File: config.mk
export PLATFORM = sky130hd
export DESIGN_NAME = aes_mix_columns_iter
export DESIGN_NICKNAME = d
export VERILOG_FILES = /design/src/rtl/aes_mix_columns_iter.sv
export SDC_FILE = /design/constraint.sdc
export NUM_CORES = 1
export LEC_CHECK = 0
export CORE_MARGIN = 10
export CORE_UTILIZATION = 41
export CTS_CLUSTER_SIZE = 25
export DETAILED_ROUTE_END_ITERATION = 6
export GPL_TIMING_DRIVEN = 1
export PLACE_DENSITY = 0.77
export SLEW_MARGIN = 15
export SYNTH_ARGS = -nofsm -noshare
export SYNTH_HDL_FRONTEND = slang
export SYNTH_SLANG_ARGS = --single-unit
File: constraint.sdc
create_clock -name clk_i -period 1.9 [get_ports clk_i]
set_input_delay 0.57 -clock clk_i [delete_from_list [all_inputs] [get_ports clk_i]]
set_output_delay 0.57 -clock clk_i [all_outputs]
set_load 0.02 [all_outputs]
File: src/rtl/aes_mix_columns_iter.sv
// Iterative AES MixColumns/InvMixColumns over the full 4x4 state, ColsPerCycle columns per beat.
// Optional AES_MIXCOL_ZEROIZE_EN: clear state and op registers on the output handshake or on flush.

package aes_pkg;
    typedef enum logic [1:0] {
        CIPH_FWD = 2'b01,
        CIPH_INV = 2'b10
    } ciph_op_e;
endpackage

module aes_mix_columns_iter
    import aes_pkg::*;
#(
    parameter int ColsPerCycle = 1
) (
    input  logic                  clk_i,
    input  logic                  rst_i,
    input  logic                  in_valid_i,
    output logic                  in_ready_o,
    input  ciph_op_e              op_i,
    input  logic [3:0][3:0][7:0]  data_i,
    input  logic                  flush_i,
    output logic                  out_valid_o,
    input  logic                  out_ready_i,
    output logic [3:0][3:0][7:0]  data_o,
    output logic                  err_o
);

    localparam int         NumBeats = 4 / ColsPerCycle;
    localparam logic [1:0] LastBeat = 2'(NumBeats - 1);

    if ((ColsPerCycle != 1) && (ColsPerCycle != 2) && (ColsPerCycle != 4)) begin : gen_bad_cfg
        $error("aes_mix_columns_iter: ColsPerCycle must be 1, 2 or 4");
    end

    typedef enum logic [1:0] {
        IDLE,
        BUSY,
        DONE
    } state_e;

    state_e               state_q, state_d;
    logic [1:0]           beat_q, beat_d;
    ciph_op_e             op_q;
    logic                 op_err_q;
    logic [3:0][3:0][7:0] data_q;
    logic [3:0][3:0][7:0] data_mixed;

    function automatic logic [7:0] xtime(input logic [7:0] b);
        return {b[6:0], 1'b0} ^ (b[7] ? 8'h1b : 8'h00);
    endfunction

    // Inverse reuses the forward network: InvMix(a) = Mix(a) ^ Mix({u,v,u,v}).
    function automatic logic [3:0][7:0] mix_column(input logic [3:0][7:0] a, input logic inv);
        logic [3:0][7:0] y;
        logic [7:0]      u, v, z;
        for (int r = 0; r < 4; r++) begin
            y[r] = xtime(a[2'(r)] ^ a[2'(r + 1)]) ^ a[2'(r + 1)] ^ a[2'(r + 2)] ^ a[2'(r + 3)];
        end
        u = xtime(xtime(a[0] ^ a[2]));
        v = xtime(xtime(a[1] ^ a[3]));
        z = xtime(u ^ v);
        if (inv) begin
            y[0] = y[0] ^ z ^ u;
            y[1] = y[1] ^ z ^ v;
            y[2] = y[2] ^ z ^ u;
            y[3] = y[3] ^ z ^ v;
        end
        return y;
    endfunction

    logic [ColsPerCycle-1:0][1:0]      col_idx;
    logic [ColsPerCycle-1:0][3:0][7:0] col_out;

    for (genvar k = 0; k < ColsPerCycle; k++) begin : gen_col
        logic [3:0][7:0] col_in;

        assign col_idx[k] = 2'(int'(beat_q) * ColsPerCycle + k);

        always_comb begin
            col_in = '0;
            for (int r = 0; r < 4; r++) begin
                col_in[r] = data_q[r][col_idx[k]];
            end
        end

        assign col_out[k] = mix_column(col_in, op_q == CIPH_INV);
    end

    always_comb begin
        data_mixed = data_q;
        for (int k = 0; k < ColsPerCycle; k++) begin
            for (int r = 0; r < 4; r++) begin
                data_mixed[r][col_idx[k]] = col_out[k][r];
            end
        end
    end

    always_comb begin
        state_d = state_q;
        beat_d  = beat_q;
        if (flush_i) begin
            state_d = IDLE;
            beat_d  = '0;
        end else begin
            case (state_q)
                IDLE: begin
                    if (in_valid_i) begin
                        state_d = BUSY;
                        beat_d  = '0;
                    end
                end
                BUSY: begin
                    beat_d = beat_q + 2'd1;
                    if (beat_q == LastBeat) begin
                        state_d = DONE;
                        beat_d  = '0;
                    end
                end
                DONE: begin
                    if (out_ready_i) begin
                        state_d = IDLE;
                    end
                end
                default: state_d = IDLE;
            endcase
        end
    end

    always_ff @(posedge clk_i) begin
        if (rst_i) begin
            state_q <= IDLE;
            beat_q  <= '0;
        end else begin
            state_q <= state_d;
            beat_q  <= beat_d;
        end
    end

    // An invalid op still walks every beat so result timing never depends on op.
    always_ff @(posedge clk_i) begin
        if (rst_i) begin
            data_q   <= '0;
            op_q     <= CIPH_FWD;
            op_err_q <= 1'b0;
        end else if (flush_i) begin
            op_err_q <= 1'b0;
`ifdef AES_MIXCOL_ZEROIZE_EN
            data_q   <= '0;
            op_q     <= ciph_op_e'(2'b00);
`endif
        end else begin
            case (state_q)
                IDLE: begin
                    if (in_valid_i) begin
                        data_q   <= data_i;
                        op_q     <= op_i;
                        op_err_q <= !(op_i inside {CIPH_FWD, CIPH_INV});
                    end
                end
                BUSY: data_q <= data_mixed;
                DONE: begin
`ifdef AES_MIXCOL_ZEROIZE_EN
                    if (out_ready_i) begin
                        data_q <= '0;
                        op_q   <= ciph_op_e'(2'b00);
                    end
`endif
                end
                default: ;
            endcase
        end
    end

    assign in_ready_o  = (state_q == IDLE) && !rst_i;
    assign out_valid_o = (state_q == DONE);
    assign err_o       = out_valid_o && op_err_q;
    assign data_o      = (out_valid_o && op_err_q) ? '0 : data_q;

endmodule

==> results of run 1 <==
-- critical path: cells and delay by family, from the launching register on --
family / cells / cell delay [ns]
DFF: 1 / 0.32
buffers and inverters: 2 / 0.34
and+or+nand+nor: 3 / 0.49
-- cell type report --
class,instances,area (µm²),area share
Clock buffer,21,460,0.0528
Sequential cell,133,2660,0.306
Tap cell,176,220,0.0253
Clock inverter,10,106,0.0122
Inverter,3,11.3,0.00129
Timing Repair Buffer,292,2520,0.289
Multi-Input combinational cell,354,2730,0.313
-- path summary, 6_finish.rpt --
path / end / slack [ns] / cells after the start
setup / recovery: data_o[31] / -0.24 / 5
hold / removal: data_q[34] / 0.46 / 1
setup reg to reg: data_q[107] / 0.20 / 5
hold reg to reg: data_q[34] / 0.46 / 1
-- stage by stage --
| step | instance area (µm²) | instances | utilization | setup WS, ns |
|---|---|---|---|---|
| 2_1_floorplan | 5610 | 540 | - | 0.0151 |
| 3_3_place_gp | 8560 | 956 | 0.644 | -0.275 |
| 3_5_place_dp | 8560 | 956 | 0.644 | -0.306 |
| 4_1_cts | 9000 | 988 | 0.677 | -0.391 |
| 5_1_grt | 8710 | 989 | 0.655 | -0.314 |
| 6_report | 8710 | 989 | 0.655 | -0.242 |
-- repair_timing --
action	CTS	global route
pin swaps	3	1
setup endpoints to repair	131	131
gates resized for setup	434	133
cloned	1	1
setup buffers	0	0
-- layout by cell type (no fill, tap or decap), types with 3 or more instances in the layout --
cell,Yosys,layout
a21oi_1,6,3
a22o_1,96,96
and2_1,128,123
and2_4,0,5
buf_12,0,10
buf_2,19,88
buf_4,0,20
buf_6,6,23
clkbuf_16,0,18
clkbuf_2,0,15
clkdlybuf4s50_1,0,133
clkinv_2,0,6
dfxtp_1,133,132
ha_1,4,4
inv_1,3,3
mux2_2,3,3
mux2i_1,33,33
nand2b_1,34,34
nand3b_1,34,34
nor2_1,3,3
-- metal layers --
metal | wire (µm) | GRT usage | vias to the layer above | share of wire
met2 | 9110 | 0.315 | 191 | 0.48
met4 | 438 | 0.0785 | 0 | 0.023
met5 | 0 | 0 | - | 0
met1 | 7970 | 0.224 | 2367 | 0.42
li1 | - | - | 2398 | -
met3 | 1440 | 0.0656 | 28 | 0.076
-- report_power, final --
part,switching (W),internal [W],total [W]
clock,0.00118,0.00198,0.00316
combinational,0.000516,0.000625,0.00114
sequential,0.0000713,0.00293,0.00300
-- state kept, by name, indices dropped and copies added, names as in the netlist --
| name | flops |
|---|---|
| data_q | 128 |
| beat_q | 2 |
| state_q | 2 |
| op_err_q | 1 |
-- cell families after synthesis --
family                     synth area share
muxes                                0.0671
buffers and inverters                0.0479
adders and majority gates           0.00895
DFF                                   0.476
AOI/OAI and AO/OA                     0.157
xor gates and xnor gates            0.00157
and+or+nand+nor                       0.241
==> impl_results.md, run 1 <==
* Largest net degree at the start of global routing at 59
* All-layer global routing usage at 0.192
* Ratio of cells with drive above 1 in the final layout at 0.252
* Total number of vias at about 5000
* Post-synth EDFFs at 0
* RD Place Congestion at 0.847
* Crit path largest cell delay at roughly 0.32 ns
* Hold wc startpoint: data_q[34]
* Initial antenna violation count at 0
* Post-synthesis cell count at 540
* IO Port Bufs at about 270
* DR DRC count at 0
* First-pass GRT wire length at ~28000 µm
* Root buf cell: clkbuf_16
* Max clock buf depth at 2
* Post-synth top area cell: dfxtp_1
* Worst Tran Pin Value at 0.338 ns
* TritonCTS buffer count at 17
* Total Power at 0.00730 W
* Clock skew at 0.0101 ns
* Data arrival, critical path at between 1.5 and 2 ns
* Sequential share of the synthesized area at 0.476
* Initial core utilization at 0.421
* DRT antenna net count at 0
* Slew HR at 0.774
* Cell variety after synth at 25
* Worst r2r src: state_q[0]
* Min Tclk post-route at about 2.1 ns
* Die Span Y at 137 µm
* Worst setup path category: flop to output pin
* Status: finished with violations
* Slew Limit Fails at 0
* VDD IR max at roughly 0.00060 V
* Ranking of synthesized cells by area: dfxtp_1 (48%), a22o_1 (15%), and2_1 (14%), mux2i_1 (5.9%), nand3b_1 (4.6%)
* Power per cell area at about 840 nW/µm²
* Vias in the first global route at 5133
* Final WL at 19000 µm
* Worst hold path type: flop to flop
* HPWL Detailed at ~14000 µm
* Hold Fails Final Rpt at 0
* Starting DRC count in detailed routing at about 190
* Post-Syn Area at between 5000 and 6000 µm²
* DIE AREA at about 19000 µm²
* IO Pins at roughly 270
* Post-Syn Nets at about 680
* Setup crit end kind: output pin
* Most frequent cells after synthesis: dfxtp_1 (133), and2_1 (128), a22o_1 (96)
* Leak pwr at about 4 nW
* Vias per cell at about 5.0
* First-pass DRT Iterations at 4
* Ys Warns at 0
* Worst Slack Setup Final at -0.242 ns
* Critical Path Source Type: flop
* Row cnt at 42
* Ant diodes at 0
* Die width at roughly 140 µm
* Asr flop ratio synth at 0
* Avg WL per Cell at approximately 19 µm
* GRT overflow at 0
* Unrepaired setup endpoints after global routing: true
* CP Cell Sequence: nor2b_4 > nand2_8 > buf_12 > and2_1 > buf_2
* CTS hold repair buffers at 0
* Peak fanout along the critical path at 25
* CORE AREA at about 13000 µm²
* Critical Path Start: state_q[1]
* Worst EP required at roughly 1.3 ns
* Reg clk slew, reported paths at 0.06 ns
* Slowest CP cell: dfxtp_2
* H-Tree Depth at 4
* Ys flop type: dfxtp_1
* Final #Nets at 940
* Crit share post-route at 1.13
* Achievable Freq at between 0.4 and 0.5 GHz
* Final setup fails at about 130
* Post-route setup TNS at -27.48 ns
* MaxCap Viol Count at 0
* Failing checks: negative setup slack
* CTS tree: built
* Area growth from synthesis to layout at 55.8%
* Most frequent cell after synthesis: dfxtp_1
* CTS sink cnt at 133
* Syn avg cell area at approximately 10 µm²
* Synth Register Bits at between 100 and 150
* Fill cell count at roughly 1100
* Clock Latency Late Sink at approximately 0.4 ns
* Hold WS at between 0.4 and 0.5 ns
* Top cell type's share of synthesized area at 0.476
(Power assumes the default switching activity.)
==> inputs of run 2 (changes only) <==
CORE_UTILIZATION = 37   (was 41)
HOLD_SLACK_MARGIN = 0.12   (was default)
PLACE_DENSITY = 0.74   (was 0.77)
REMOVE_ABC_BUFFERS = 1   (was default)
clock period = 1.8 ns   (was 1.9 ns; I/O delays follow)
==> impl_results.md, run 2 (same netlist as run 1, synthesis figures left out) <==
* HPWL Detailed at 13300 µm (-2.8%)
* Avg WL per Cell at 18.7 µm (-2.5%)
* Ratio of cells with drive above 1 in the final layout at 0.255 (+0.00246)
* Clock Latency Late Sink at 0.41 ns (about the same)
* Reg clk slew, reported paths at 0.06 ns (about the same)
* First-pass DRT Iterations at 7 (+3)
* Hold Fails Final Rpt at 0 (unchanged)
* Slew HR at 0.807 (+0.0329)
* Root buf cell: clkbuf_16
* CTS sink cnt at 133 (unchanged)
* All-layer global routing usage at 0.173 (-0.0189)
* Pre-CTS setup slack at -0.580 ns (-0.274 ns)
* Worst Slack Setup Final at -0.286 ns (-0.0440 ns)
* Post-route setup TNS at -31.54 ns (-4.06 ns)
* CTS tree: built
* Achievable Freq at between 0.4 and 0.5 GHz
* Vias in the first global route at 5007 (-2.5%)
* Min Tclk post-route at about 2.1 ns
* Total Power at 0.00779 W (+6.7%)
* Max FFs per register at 128 (unchanged)
* Most frequent cells in the layout: clkdlybuf4s50_1 (133), dfxtp_1 (131), and2_1 (124), a22o_1 (96), buf_4 (77)
* DRT antenna net count at 0 (unchanged)
* Worst path top cell family by delay: simple AND/OR/NAND/NOR gates
* Critical Path Source Type: flop
* DR DRC count at 0 (unchanged)
* Sequential power share at 0.406 (-0.005)
* Most common cell after layout, fill and taps aside: clkdlybuf4s50_1
* IO Port Bufs at 265 (unchanged)
* Largest Register: data_q
* Die Span Y at 143 µm (+4.5%)
* Die width at 143 µm (+4.5%)
* Net Sw Frac at 0.253 (+0.0110)
* Max clock buf depth at 2 (unchanged)
* MaxCap Viol Count at 0 (unchanged)
* Leak pwr at 4.00 nW (-0.32%)
* CORE AREA at 14700 µm² (+11%)
* Worst path buffer plus inverter count at 2 (unchanged)
* Largest net degree at the start of global routing at 55 (-6.8%)
* Worst setup path category: flop to output pin
* Final core utilization at 0.596 (-0.0594)
* Data arrival, critical path at 1.55 ns (-0.02 ns)
* Starting DRC count in detailed routing at 227 (+21%)
* IO Pins at 266 (unchanged)
* Row cnt at 44 (+4.8%)
* Fill cell count at 1282 (+19%)
* Clock power share at 0.438 (+0.005)
* Crit path largest cell delay at 0.33 ns (about the same)
* Status: finished with violations
* TritonCTS buffer count at 17 (unchanged)
* Area growth from synthesis to layout at 56.7%
* Slew Limit Fails at 0 (unchanged)
* Clock skew at 0.00797 ns (-0.00214 ns)
* Part of the power in combinational logic at 0.156 (about the same)
* Slowest CP cell: dfxtp_2
* Crit share post-route at 1.16
* Final #Nets at 939 (-0.11%)
* Final WL at 18600 µm (-1.7%)
* First-pass GRT wire length at 28100 µm (-1.5%)
* Worst EP required at 1.26 ns (-0.07 ns)
* RD Place Congestion at 0.770 (-9.1%)
* VDD IR max at 0.000615 V (+2.0%)
* Initial core utilization at 0.380 (-0.0402)
* Switching pwr at 0.00197 W (+12%)
* H-Tree Depth at 4 (unchanged)
* Final setup fails at 129 (unchanged)
* Internal power at 0.00582 W (+5.2%)
* DIE AREA at 20400 µm² (+9.2%)
* Worst hold path type: flop to flop
* CP Cell Sequence: nor2b_4 > nand2_4 > buf_12 > and2_1 > buf_4
* Total number of vias at 4919 (-1.3%)
* GRT overflow at 0 (unchanged)
* Vias per cell at 4.93 (-2.1%)
* Peak fanout along the critical path at 54 (+120%)
* Biggest regs: data_q (128), beat_q (2), state_q (2)
* Post-Layout Cell Count at 997 (+0.81%)
* Ant diodes at 0 (unchanged)
* Unrepaired setup endpoints after global routing: true
* Worst Tran Pin Value at 0.289 ns (-0.0493 ns)
* Setup crit end kind: output pin
* Failing checks: negative setup slack
* Initial antenna violation count at 0 (unchanged)
* Power per cell area at 889 nW/µm² (+6.1%)
* Placed cells at 962 (+0.63%)
==> run 2: cell count changes in the layout (fill, tap and decap cells not counted), sizes merged <==
cell      change
inv           +2
clkinvlp      +4
buf          +13
clkbuf       -17
clkinv        -2
==> run 2: worst reg2reg max path, cell delays in order (launching register included) <==
cell	delay, ns
dfxtp_1	0.40
inv_1	0.09
ha_1	0.19
mux2_1	0.32
a21oi_2	0.20
buf_12	0.21
a22o_1	0.19
==> run 2: area by class of cell <==
type | count | area [µm²] | area share
Clock buffer | 18 | 429 | 0.0490
Clock inverter | 14 | 155 | 0.0177
Sequential cell | 133 | 2670 | 0.304
Tap cell | 184 | 230 | 0.0263
Timing Repair Buffer | 291 | 2560 | 0.292
Multi-Input combinational cell | 354 | 2720 | 0.310
Inverter | 3 | 11.3 | 0.00129
==> run 2: per-layer routing <==
metal  global-route usage  vias up  share of wire
met5                    0        -              0
met3               0.0803       16           0.11
met4               0.0418        0          0.012
met2                0.287      186           0.48
li1                     -     2394              -
met1                0.198     2323           0.40
==> run 2: what timing repair did <==
| action | 4_1_cts | 5_1_grt |
|---|---|---|
| endpoints found under the setup margin | 163 | 227 |
| resized for setup | 555 | 64 |
| setup buffers | 0 | 1 |
| pin swaps | 1 | 2 |
| hold buffers | 0 | 0 |
| gates cloned | 0 | 2 |
==> run 2: final timing paths <==
kind,from,to,slack [ns],depth (start not counted)
setup / recovery,state_q[1],data_o[20],-0.29,5
hold / removal,data_q[41],data_q[41],0.47,1
setup reg to reg,beat_q[0],data_q[52],0.15,6
hold reg to reg,data_q[41],data_q[41],0.47,1
==> run 2: power groups by stage <==
stage          clock network (W)  registers, W  logic (W)
3_5_place_dp                   0       0.00322    0.00129
2_1_floorplan                  0       0.00320   0.000555
3_3_place_gp                   0       0.00321    0.00127
6_report                 0.00341       0.00316    0.00122
5_1_grt                  0.00362       0.00317    0.00130
4_1_cts                  0.00349       0.00316    0.00118
==> run 2: metrics by stage <==
step                cell area [µm²]  hold WS [ns]
detailed placement             8520         0.449
floorplan                      5340         0.434
CTS                            8550         0.468
global placement               8520         0.447
finish                         8760         0.467
global route                   8760         0.479
